**src/rtl/decode_stage.sv**
```systemverilog
// decode_stage: 2-entry fetch FIFO feeding a combinational Decoder into a
// registered uop slot. Define DECODE_STAGE_PERF_EN for perfIssued/perfStall.
package Instr;

   typedef logic [31:0] enc_t;

   localparam logic [6:0] OP_ARITH = 7'b0110011;
   localparam logic [6:0] OP_IMM   = 7'b0010011;
   localparam logic [6:0] OP_LUI   = 7'b0110111;
   localparam logic [6:0] OP_LD    = 7'b0000011;
   localparam logic [6:0] OP_ST    = 7'b0100011;

endpackage

package Uop;

   typedef enum logic [1:0] {
      FU_NONE   = 2'd0,
      FU_INTALU = 2'd1,
      FU_MEM    = 2'd2
   } fu_t;

   typedef enum logic [3:0] {
      INTALU_OP_ADD  = 4'd0,
      INTALU_OP_SUB  = 4'd1,
      INTALU_OP_SLL  = 4'd2,
      INTALU_OP_SLT  = 4'd3,
      INTALU_OP_SLTU = 4'd4,
      INTALU_OP_XOR  = 4'd5,
      INTALU_OP_SRL  = 4'd6,
      INTALU_OP_SRA  = 4'd7,
      INTALU_OP_OR   = 4'd8,
      INTALU_OP_AND  = 4'd9,
      INTALU_OP_LUI  = 4'd10
   } intalu_op_t;

   typedef enum logic [1:0] {
      MEM_OP_SZ_B = 2'd0,
      MEM_OP_SZ_H = 2'd1,
      MEM_OP_SZ_W = 2'd2
   } mem_op_sz_t;

   typedef struct packed {
      logic       isLd;
      logic       isSt;
      logic       isUns;
      mem_op_sz_t sz;
   } mem_op_t;

   typedef struct packed {
      intalu_op_t intalu;
   } op_t;

   typedef struct packed {
      fu_t         fu;
      op_t         op;
      mem_op_t     memOp;
      logic [4:0]  rd;
      logic [4:0]  rs1;
      logic [4:0]  rs2;
      logic        useImm;
      logic [31:0] imm;
      logic        exValid;
   } dec_t;

endpackage

module Decoder
   import Instr::*;
   import Uop::*;
(
   input  enc_t i_enc,
   output dec_t o_dec
);

   logic [6:0]  w_opc;
   logic [2:0]  w_f3;
   logic [6:0]  w_f7;
   logic [31:0] w_immI;
   logic [31:0] w_immS;
   logic        w_ill;

   assign w_opc  = i_enc[6:0];
   assign w_f3   = i_enc[14:12];
   assign w_f7   = i_enc[31:25];
   assign w_immI = {{20{i_enc[31]}}, i_enc[31:20]};
   assign w_immS = {{20{i_enc[31]}}, i_enc[31:25], i_enc[11:7]};

   always_comb begin
      o_dec = '0;
      w_ill = 1'b0;
      case (w_opc)
         OP_ARITH: begin
            o_dec.fu  = FU_INTALU;
            o_dec.rd  = i_enc[11:7];
            o_dec.rs1 = i_enc[19:15];
            o_dec.rs2 = i_enc[24:20];
            if (w_f7 == 7'h00) begin
               case (w_f3)
                  3'd0:    o_dec.op.intalu = INTALU_OP_ADD;
                  3'd1:    o_dec.op.intalu = INTALU_OP_SLL;
                  3'd2:    o_dec.op.intalu = INTALU_OP_SLT;
                  3'd3:    o_dec.op.intalu = INTALU_OP_SLTU;
                  3'd4:    o_dec.op.intalu = INTALU_OP_XOR;
                  3'd5:    o_dec.op.intalu = INTALU_OP_SRL;
                  3'd6:    o_dec.op.intalu = INTALU_OP_OR;
                  default: o_dec.op.intalu = INTALU_OP_AND;
               endcase
            end else if (w_f7 == 7'h20) begin
               case (w_f3)
                  3'd0:    o_dec.op.intalu = INTALU_OP_SUB;
                  3'd5:    o_dec.op.intalu = INTALU_OP_SRA;
                  default: w_ill = 1'b1;
               endcase
            end else begin
               w_ill = 1'b1;
            end
         end
         OP_IMM: begin
            o_dec.fu     = FU_INTALU;
            o_dec.rd     = i_enc[11:7];
            o_dec.rs1    = i_enc[19:15];
            o_dec.useImm = 1'b1;
            o_dec.imm    = w_immI;
            case (w_f3)
               3'd0: o_dec.op.intalu = INTALU_OP_ADD;
               3'd2: o_dec.op.intalu = INTALU_OP_SLT;
               3'd3: o_dec.op.intalu = INTALU_OP_SLTU;
               3'd4: o_dec.op.intalu = INTALU_OP_XOR;
               3'd6: o_dec.op.intalu = INTALU_OP_OR;
               3'd7: o_dec.op.intalu = INTALU_OP_AND;
               3'd1: begin
                  o_dec.op.intalu = INTALU_OP_SLL;
                  w_ill = (w_f7 != 7'h00);
               end
               default: begin
                  if (w_f7 == 7'h00)
                     o_dec.op.intalu = INTALU_OP_SRL;
                  else if (w_f7 == 7'h20)
                     o_dec.op.intalu = INTALU_OP_SRA;
                  else
                     w_ill = 1'b1;
               end
            endcase
         end
         OP_LUI: begin
            o_dec.fu        = FU_INTALU;
            o_dec.op.intalu = INTALU_OP_LUI;
            o_dec.rd        = i_enc[11:7];
            o_dec.useImm    = 1'b1;
            o_dec.imm       = {i_enc[31:12], 12'h000};
         end
         OP_LD: begin
            o_dec.fu         = FU_MEM;
            o_dec.memOp.isLd = 1'b1;
            o_dec.rd         = i_enc[11:7];
            o_dec.rs1        = i_enc[19:15];
            o_dec.useImm     = 1'b1;
            o_dec.imm        = w_immI;
            o_dec.memOp.isUns = w_f3[2];
            case (w_f3)
               3'd0, 3'd4: o_dec.memOp.sz = MEM_OP_SZ_B;
               3'd1, 3'd5: o_dec.memOp.sz = MEM_OP_SZ_H;
               3'd2:       o_dec.memOp.sz = MEM_OP_SZ_W;
               default:    w_ill = 1'b1;
            endcase
         end
         OP_ST: begin
            o_dec.fu         = FU_MEM;
            o_dec.memOp.isSt = 1'b1;
            o_dec.rs1        = i_enc[19:15];
            o_dec.rs2        = i_enc[24:20];
            o_dec.useImm     = 1'b1;
            o_dec.imm        = w_immS;
            case (w_f3)
               3'd0:    o_dec.memOp.sz = MEM_OP_SZ_B;
               3'd1:    o_dec.memOp.sz = MEM_OP_SZ_H;
               3'd2:    o_dec.memOp.sz = MEM_OP_SZ_W;
               default: w_ill = 1'b1;
            endcase
         end
         default: w_ill = 1'b1;
      endcase
      // An illegal encoding carries only the exception flag downstream.
      if (w_ill) begin
         o_dec         = '0;
         o_dec.exValid = 1'b1;
      end
   end

endmodule

module decode_stage
   import Instr::*;
   import Uop::*;
#(
   parameter int PC_W = 32
) (
   input  logic            clk,
   input  logic            rst,
   input  logic            inValid,
   output logic            inReady,
   input  enc_t            inEnc,
   input  logic [PC_W-1:0] inPc,
   output logic            outValid,
   input  logic            outReady,
   output dec_t            outDec,
   output logic [PC_W-1:0] outPc,
   input  logic            flush,
   output logic            halted
`ifdef DECODE_STAGE_PERF_EN
   ,
   output logic [31:0]     perfIssued,
   output logic [31:0]     perfStall
`endif
);

   localparam logic ST_RUN  = 1'b0;
   localparam logic ST_HALT = 1'b1;

   enc_t            r_enc [2];
   logic [PC_W-1:0] r_pc  [2];
   logic            r_head;
   logic [1:0]      r_count;
   logic            r_state;
   logic            r_outValid;
   dec_t            r_outDec;
   logic [PC_W-1:0] r_outPc;

   logic            w_tail;
   logic            w_run;
   logic            w_push;
   logic            w_load;
   dec_t            w_dec;

   assign w_tail  = r_head ^ r_count[0];
   assign w_run   = (r_state == ST_RUN);
   assign inReady = !rst && !flush && w_run && (r_count != 2'd2);
   assign w_push  = inValid && inReady;
   assign w_load  = !rst && !flush && w_run && (r_count != 2'd0)
                    && (!r_outValid || outReady);

   Decoder u_dec (
      .i_enc (r_enc[r_head]),
      .o_dec (w_dec)
   );

   always_ff @(posedge clk) begin
      if (w_push) begin
         r_enc[w_tail] <= inEnc;
         r_pc[w_tail]  <= inPc;
      end
   end

   always_ff @(posedge clk) begin
      if (rst) begin
         r_count    <= 2'd0;
         r_head     <= 1'b0;
         r_state    <= ST_RUN;
         r_outValid <= 1'b0;
         r_outDec   <= '0;
         r_outPc    <= '0;
      end else if (flush) begin
         r_count    <= 2'd0;
         r_head     <= 1'b0;
         r_state    <= ST_RUN;
         r_outValid <= 1'b0;
      end else begin
         if (w_load) begin
            r_outValid <= 1'b1;
            r_outDec   <= w_dec;
            r_outPc    <= r_pc[r_head];
            r_head     <= ~r_head;
            // The excepting uop still issues; younger ones wait for flush.
            if (w_dec.exValid)
               r_state <= ST_HALT;
         end else if (outReady) begin
            r_outValid <= 1'b0;
         end
         unique case (1'b1)
            w_push && !w_load: r_count <= r_count + 2'd1;
            !w_push && w_load: r_count <= r_count - 2'd1;
            default: ;
         endcase
      end
   end

   assign outValid = r_outValid;
   assign outDec   = r_outDec;
   assign outPc    = r_outPc;
   assign halted   = (r_state == ST_HALT);

`ifdef DECODE_STAGE_PERF_EN
   logic [31:0] r_perfIssued;
   logic [31:0] r_perfStall;

   always_ff @(posedge clk) begin
      if (rst) begin
         r_perfIssued <= '0;
         r_perfStall  <= '0;
      end else begin
         if (r_outValid && outReady)
            r_perfIssued <= r_perfIssued + 32'd1;
         if (r_outValid && !outReady)
            r_perfStall <= r_perfStall + 32'd1;
      end
   end

   assign perfIssued = r_perfIssued;
   assign perfStall  = r_perfStall;
`endif

endmodule

```
**config.mk**
```make
export PLATFORM = sky130hd
export DESIGN_NAME = decode_stage
export DESIGN_NICKNAME = d
export VERILOG_FILES = /design/src/rtl/decode_stage.sv
export SDC_FILE = /design/constraint.sdc
export NUM_CORES = 1
export LEC_CHECK = 0
export CAP_MARGIN = 20
export CORE_MARGIN = 2
export CORE_UTILIZATION = 34
export CTS_BUF_LIST = sky130_fd_sc_hd__clkbuf_8 sky130_fd_sc_hd__clkbuf_16
export CTS_CLUSTER_SIZE = 14
export DETAILED_ROUTE_END_ITERATION = 10
export PLACE_DENSITY = 0.67
export SYNTH_ARGS = -nofsm -noshare
export SYNTH_HDL_FRONTEND = slang
export SYNTH_SLANG_ARGS = --single-unit
```
**constraint.sdc**
```tcl
create_clock -name clk -period 14.15 [get_ports clk]
set_input_delay 2.83 -clock clk [delete_from_list [all_inputs] [get_ports clk]]
set_output_delay 2.83 -clock clk [all_outputs]
set_load 0.05 [all_outputs]
```
==> flow_results.org <==
** STA
- Of the available clock period, the critical path in the final layout requires 0.545.
- Setup ws final :: 6440 ps
- On the final layout, the worst hold slack is ~440 ps.
- After routing, the total negative slack on setup checks comes to 0 ps.
- Derived from the worst setup path, the maximum achievable clock frequency is between 0.1 and 0.15 GHz.
- Transition at the pin with the smallest max-transition slack :: between 1000 and 1500 ps
- On the final layout, the worst clock skew is 8.17 ps.
- Setup repair after global routing missed its margin :: false
- After layout, the minimum clock period comes to 7710 ps.
- Setup violations remaining at the end of the flow were counted as 0.
- Fin. Hold Viols :: 0
- The number of slew-limit violations in the final report came to 0.
- Max-slew headroom at the worst pin :: 0.285

** Floorplanning
- After floorplanning, the core was divided into a little under 60 placement rows.
- In this run the count of I/O pins placed on the die edge is 164.
- Measured along the y axis, the die boundary spans 163 um.
- Initial Util :: 0.344
- The die covers about 27,000 um2.
- The die is roughly 160 um wide.
- The core region is 25,000 um2.

** Logic synthesis
- Cell area after technology mapping :: ~8600 um2
- Ranked by total cell area, the synthesized netlist is headed by edfxtp_1 45%, dfxtp_1 23%, mux2i_1 5.2%.
- EDFF count, synth :: 128
- Proportion of synthesized flip-flops having asynchronous set or reset :: 0
- Post-synthesis average cell area :: around 13 um2
- Yosys printed 0 warnings.
- The synthesized design contains 226 register bits.
- The share of the Yosys chip area taken by registers is 0.676.
- Synthesis handed over a netlist of around 660 instances.
- The share of synthesized area in the top cell type comes to 0.447.
- Among all flip-flop cells after synthesis, the most frequent one is edfxtp_1.
- Cell taking the most area after synthesis :: edfxtp_1
- Commonest cells in the synthesized netlist :: 128 x edfxtp_1, 98 x dfxtp_1, 65 x nand2_1
- Post-synth cell types :: 64
- The number of nets handed over by synthesis was roughly 730.
- Top-count cell post-synth :: edfxtp_1

** Clock network
- CTS Buf Count :: 24
- The clock reaches the later pin of the worst-skew pair after between 500 and 600 ps.
- In this run the number of H-tree levels came out at 1.
- In this run, post-CTS hold repair placed 0 buffers.
- Clock tree synthesis selected as its root buffer the cell clkbuf_16.
- After clock tree synthesis, the repair step resized 0 gates.
- For this design, the sink count on the clock tree is ~230.
- The clock passes through at most 3 buffers.
- Post-CTS setup repair buffer count :: 0
- Clock tree from TritonCTS :: yes
- CTS clk-pin slew, worst paths :: approximately 60 ps

** Finish
- Compared with the post-synthesis result, the final layout area differs by 31.3%.
- The finished cells cover 11,300 um2.
- In the final design database the tool counted roughly 890 nets.
- Of the cells placed in the final design, the portion with a size suffix greater than 1 is 0.0909.

** Global route
- The via count of the first global-routing pass was 5,510.
- The initial antenna violation count came to 2.
- The first global-routing pass estimated between 30 and 40 mm of wire.
- For this run, the total global-route usage over all layers was measured as 0.147.
- Overflow after GRT :: 0
- Entering global routing, the biggest net connects 70 pins.

** Drt
- The detailed router placed between 5,000 and 6,000 vias in this run.
- The routed design uses roughly 9.1 mm of met2 wire.
- Dividing the detail-routed via count by the number of cells gives between 4 and 5.
- Highest signal layer in the routed design :: met5
- After detailed routing, the average wire length per cell comes to 17.1 um.
- Count of routing violations after the opening detailed-route iteration :: 410
- Summed over all nets, wire length on met3 after detailed routing comes to approximately 1.4 mm.
- In this run the remaining antenna-violating nets after routing total 0.
- First drt pass iteration count :: 4
- For this block, the routed nets add up to around 20 mm of wire.
- Met1 wire length :: 8.94 mm
- DRC viols :: 0

** Critical path
- Chain of cells forming the critical path :: buf_2, buf_4, or2_2, nor3_1, clkdlybuf4s50_1
- Critical R2R Capture :: outDec[53]
- Highest-delay cell along the critical path :: clkdlybuf4s50_1
- End of the critical path :: inReady
- FF-to-FF path depth :: 7
- Register-to-Register Setup Slack :: between 10,000 and 15,000 ps
- Highest fanout seen on the critical path :: 50
- The worst setup path is captured at an output pin.
- Worst endpoint data arrival time :: between 4000 and 5000 ps
- Data on the critical path is required at its endpoint by ~11,000 ps.
- Worst setup path category :: primary input to output pin
- In this run the worst setup path begins at rst.
- The worst setup path is launched from a primary input.
- In this design, the stage delay of the slowest critical-path cell is about 880 ps.

** Placed design
- At the end of routability-driven placement, the weighted congestion stood at 0.834.
- Post-detailed-placement cell area :: around 11,000 um2
- Once detailed placement completed, the half-perimeter wirelength came to roughly 13 mm.
- Buffers placed on the I/O ports in this run total 163.
- Pre-CTS setup slack :: approximately 6500 ps

** Pwr
- Switching power share of the total :: 0.208
- P per Cell Area :: 118 nW/um2
- Clock share of power :: 0.431
- Sequential Power Share :: 0.529
- Of the total power, combinational logic draws 0.040.
- Switch Pwr :: roughly 0.00028 W
- Static leakage :: around 3.6 nW
- Cell internal power dissipation :: 0.00106 W
- Largest vdd supply drop :: 0.0767 mV

** Worst hold path
- Startpoint of the most critical hold path :: outDec[43]
- Min-Delay Path Class :: flop to flop

** Outcome
- The flow ran to the end, and the final reports show no timing, DRC or antenna violations.

** Flow run
- Max-cap viol count :: 0
## power by group through the flow
| stage | sequential [W] | clock, W | combinational [W] |
|---|---|---|---|
| final | 0.000706 | 0.000574 | 0.0000533 |
| after CTS | 0.000706 | 0.000590 | 0.0000537 |
| after detailed placement | 0.000720 | 0 | 0.0000534 |
| after global routing | 0.000706 | 0.000614 | 0.0000575 |
| after floorplan | 0.000723 | 0 | 0.0000189 |
| after global placement | 0.000720 | 0 | 0.0000526 |
## flip-flops by register name (all words and copies together), names as in the netlist, named ones only
name      flops
outPc        32
halted        1
outDec       60
r_count       2
r_head        1
r_enc        64
r_pc         64
outValid      1
## metal layers
| metal | track usage | vias to the layer above |
|---|---|---|
| li1 | - | 2793 |
| met1 | 0.199 | 2729 |
| met2 | 0.234 | 207 |
| met3 | 0.0362 | 26 |
| met4 | 0.0402 | 2 |
| met5 | 0 | - |
## critical path, delay by kind of cell
| kind | cells | cell delay, ps |
|---|---|---|
| AND/OR/NAND/NOR | 2 | 760 |
| buffers and inverters | 3 | 1270 |
## per-stage QoR
stage               total power [W]  cells  utilization
global placement           0.000772   1121        0.422
finish                      0.00133   1167        0.452
CTS                         0.00135   1165        0.451
floorplan                  0.000742    661            -
global route                0.00138   1166        0.452
detailed placement         0.000773   1121        0.422
## cell type report
| type | count | area, um2 |
|---|---|---|
| antenna | 1 | 2.50 |
| sequential | 226 | 5810 |
| multi-input combinational | 387 | 2600 |
| fill | 2326 | 13700 |
| clock buffer | 27 | 653 |
| clock inverter | 17 | 77.6 |
| tap | 330 | 413 |
| inverter | 9 | 33.8 |
| timing repair buffer | 170 | 1690 |
## worst min path at each step
| stage | end | slack (ps) | depth (start not counted) |
|---|---|---|---|
| finish | outDec[43] | 440 | 2 |
| global route | outDec[21] | 460 | 2 |
| CTS | outDec[40] | 450 | 2 |
| detailed placement | outDec[40] | 440 | 2 |
| global placement | outDec[43] | 440 | 2 |
| floorplan | r_count[1] | 470 | 2 |
## cell usage in the layout (no fill, tap or decap), types with 3 or more instances in the layout
cell and count:
clkbuf_16 25, nor3_1 7, nor2_1 52, a22oi_1 8, dfxtp_1 96, mux2i_1 45
xnor2_1 4, a22o_1 8, nand2_1 65, mux2_2 14, nand3_1 4, o22ai_1 7
a211oi_1 34, a21oi_1 27, nor4_1 6, inv_1 21, a221oi_1 3, edfxtp_1 128
buf_4 6, o21ai_1 26, clkdlybuf4s50_1 162, or2_2 3, nand4b_1 3, o21ai_0 22
## kinds of logic (layout without fill, tap and decap cells)
kind of cell,count (synthesis),in the layout,synth area share
flops,226,226,0.676
mux,63,63,0.0789
simple gates,166,166,0.0936
fa+ha+maj,1,1,0.00146
buf+inv,48,223,0.0239
other cells,0,1,0
compound gates,152,152,0.121
xor+xnor,5,5,0.00510
(Power assumes the default switching activity.)
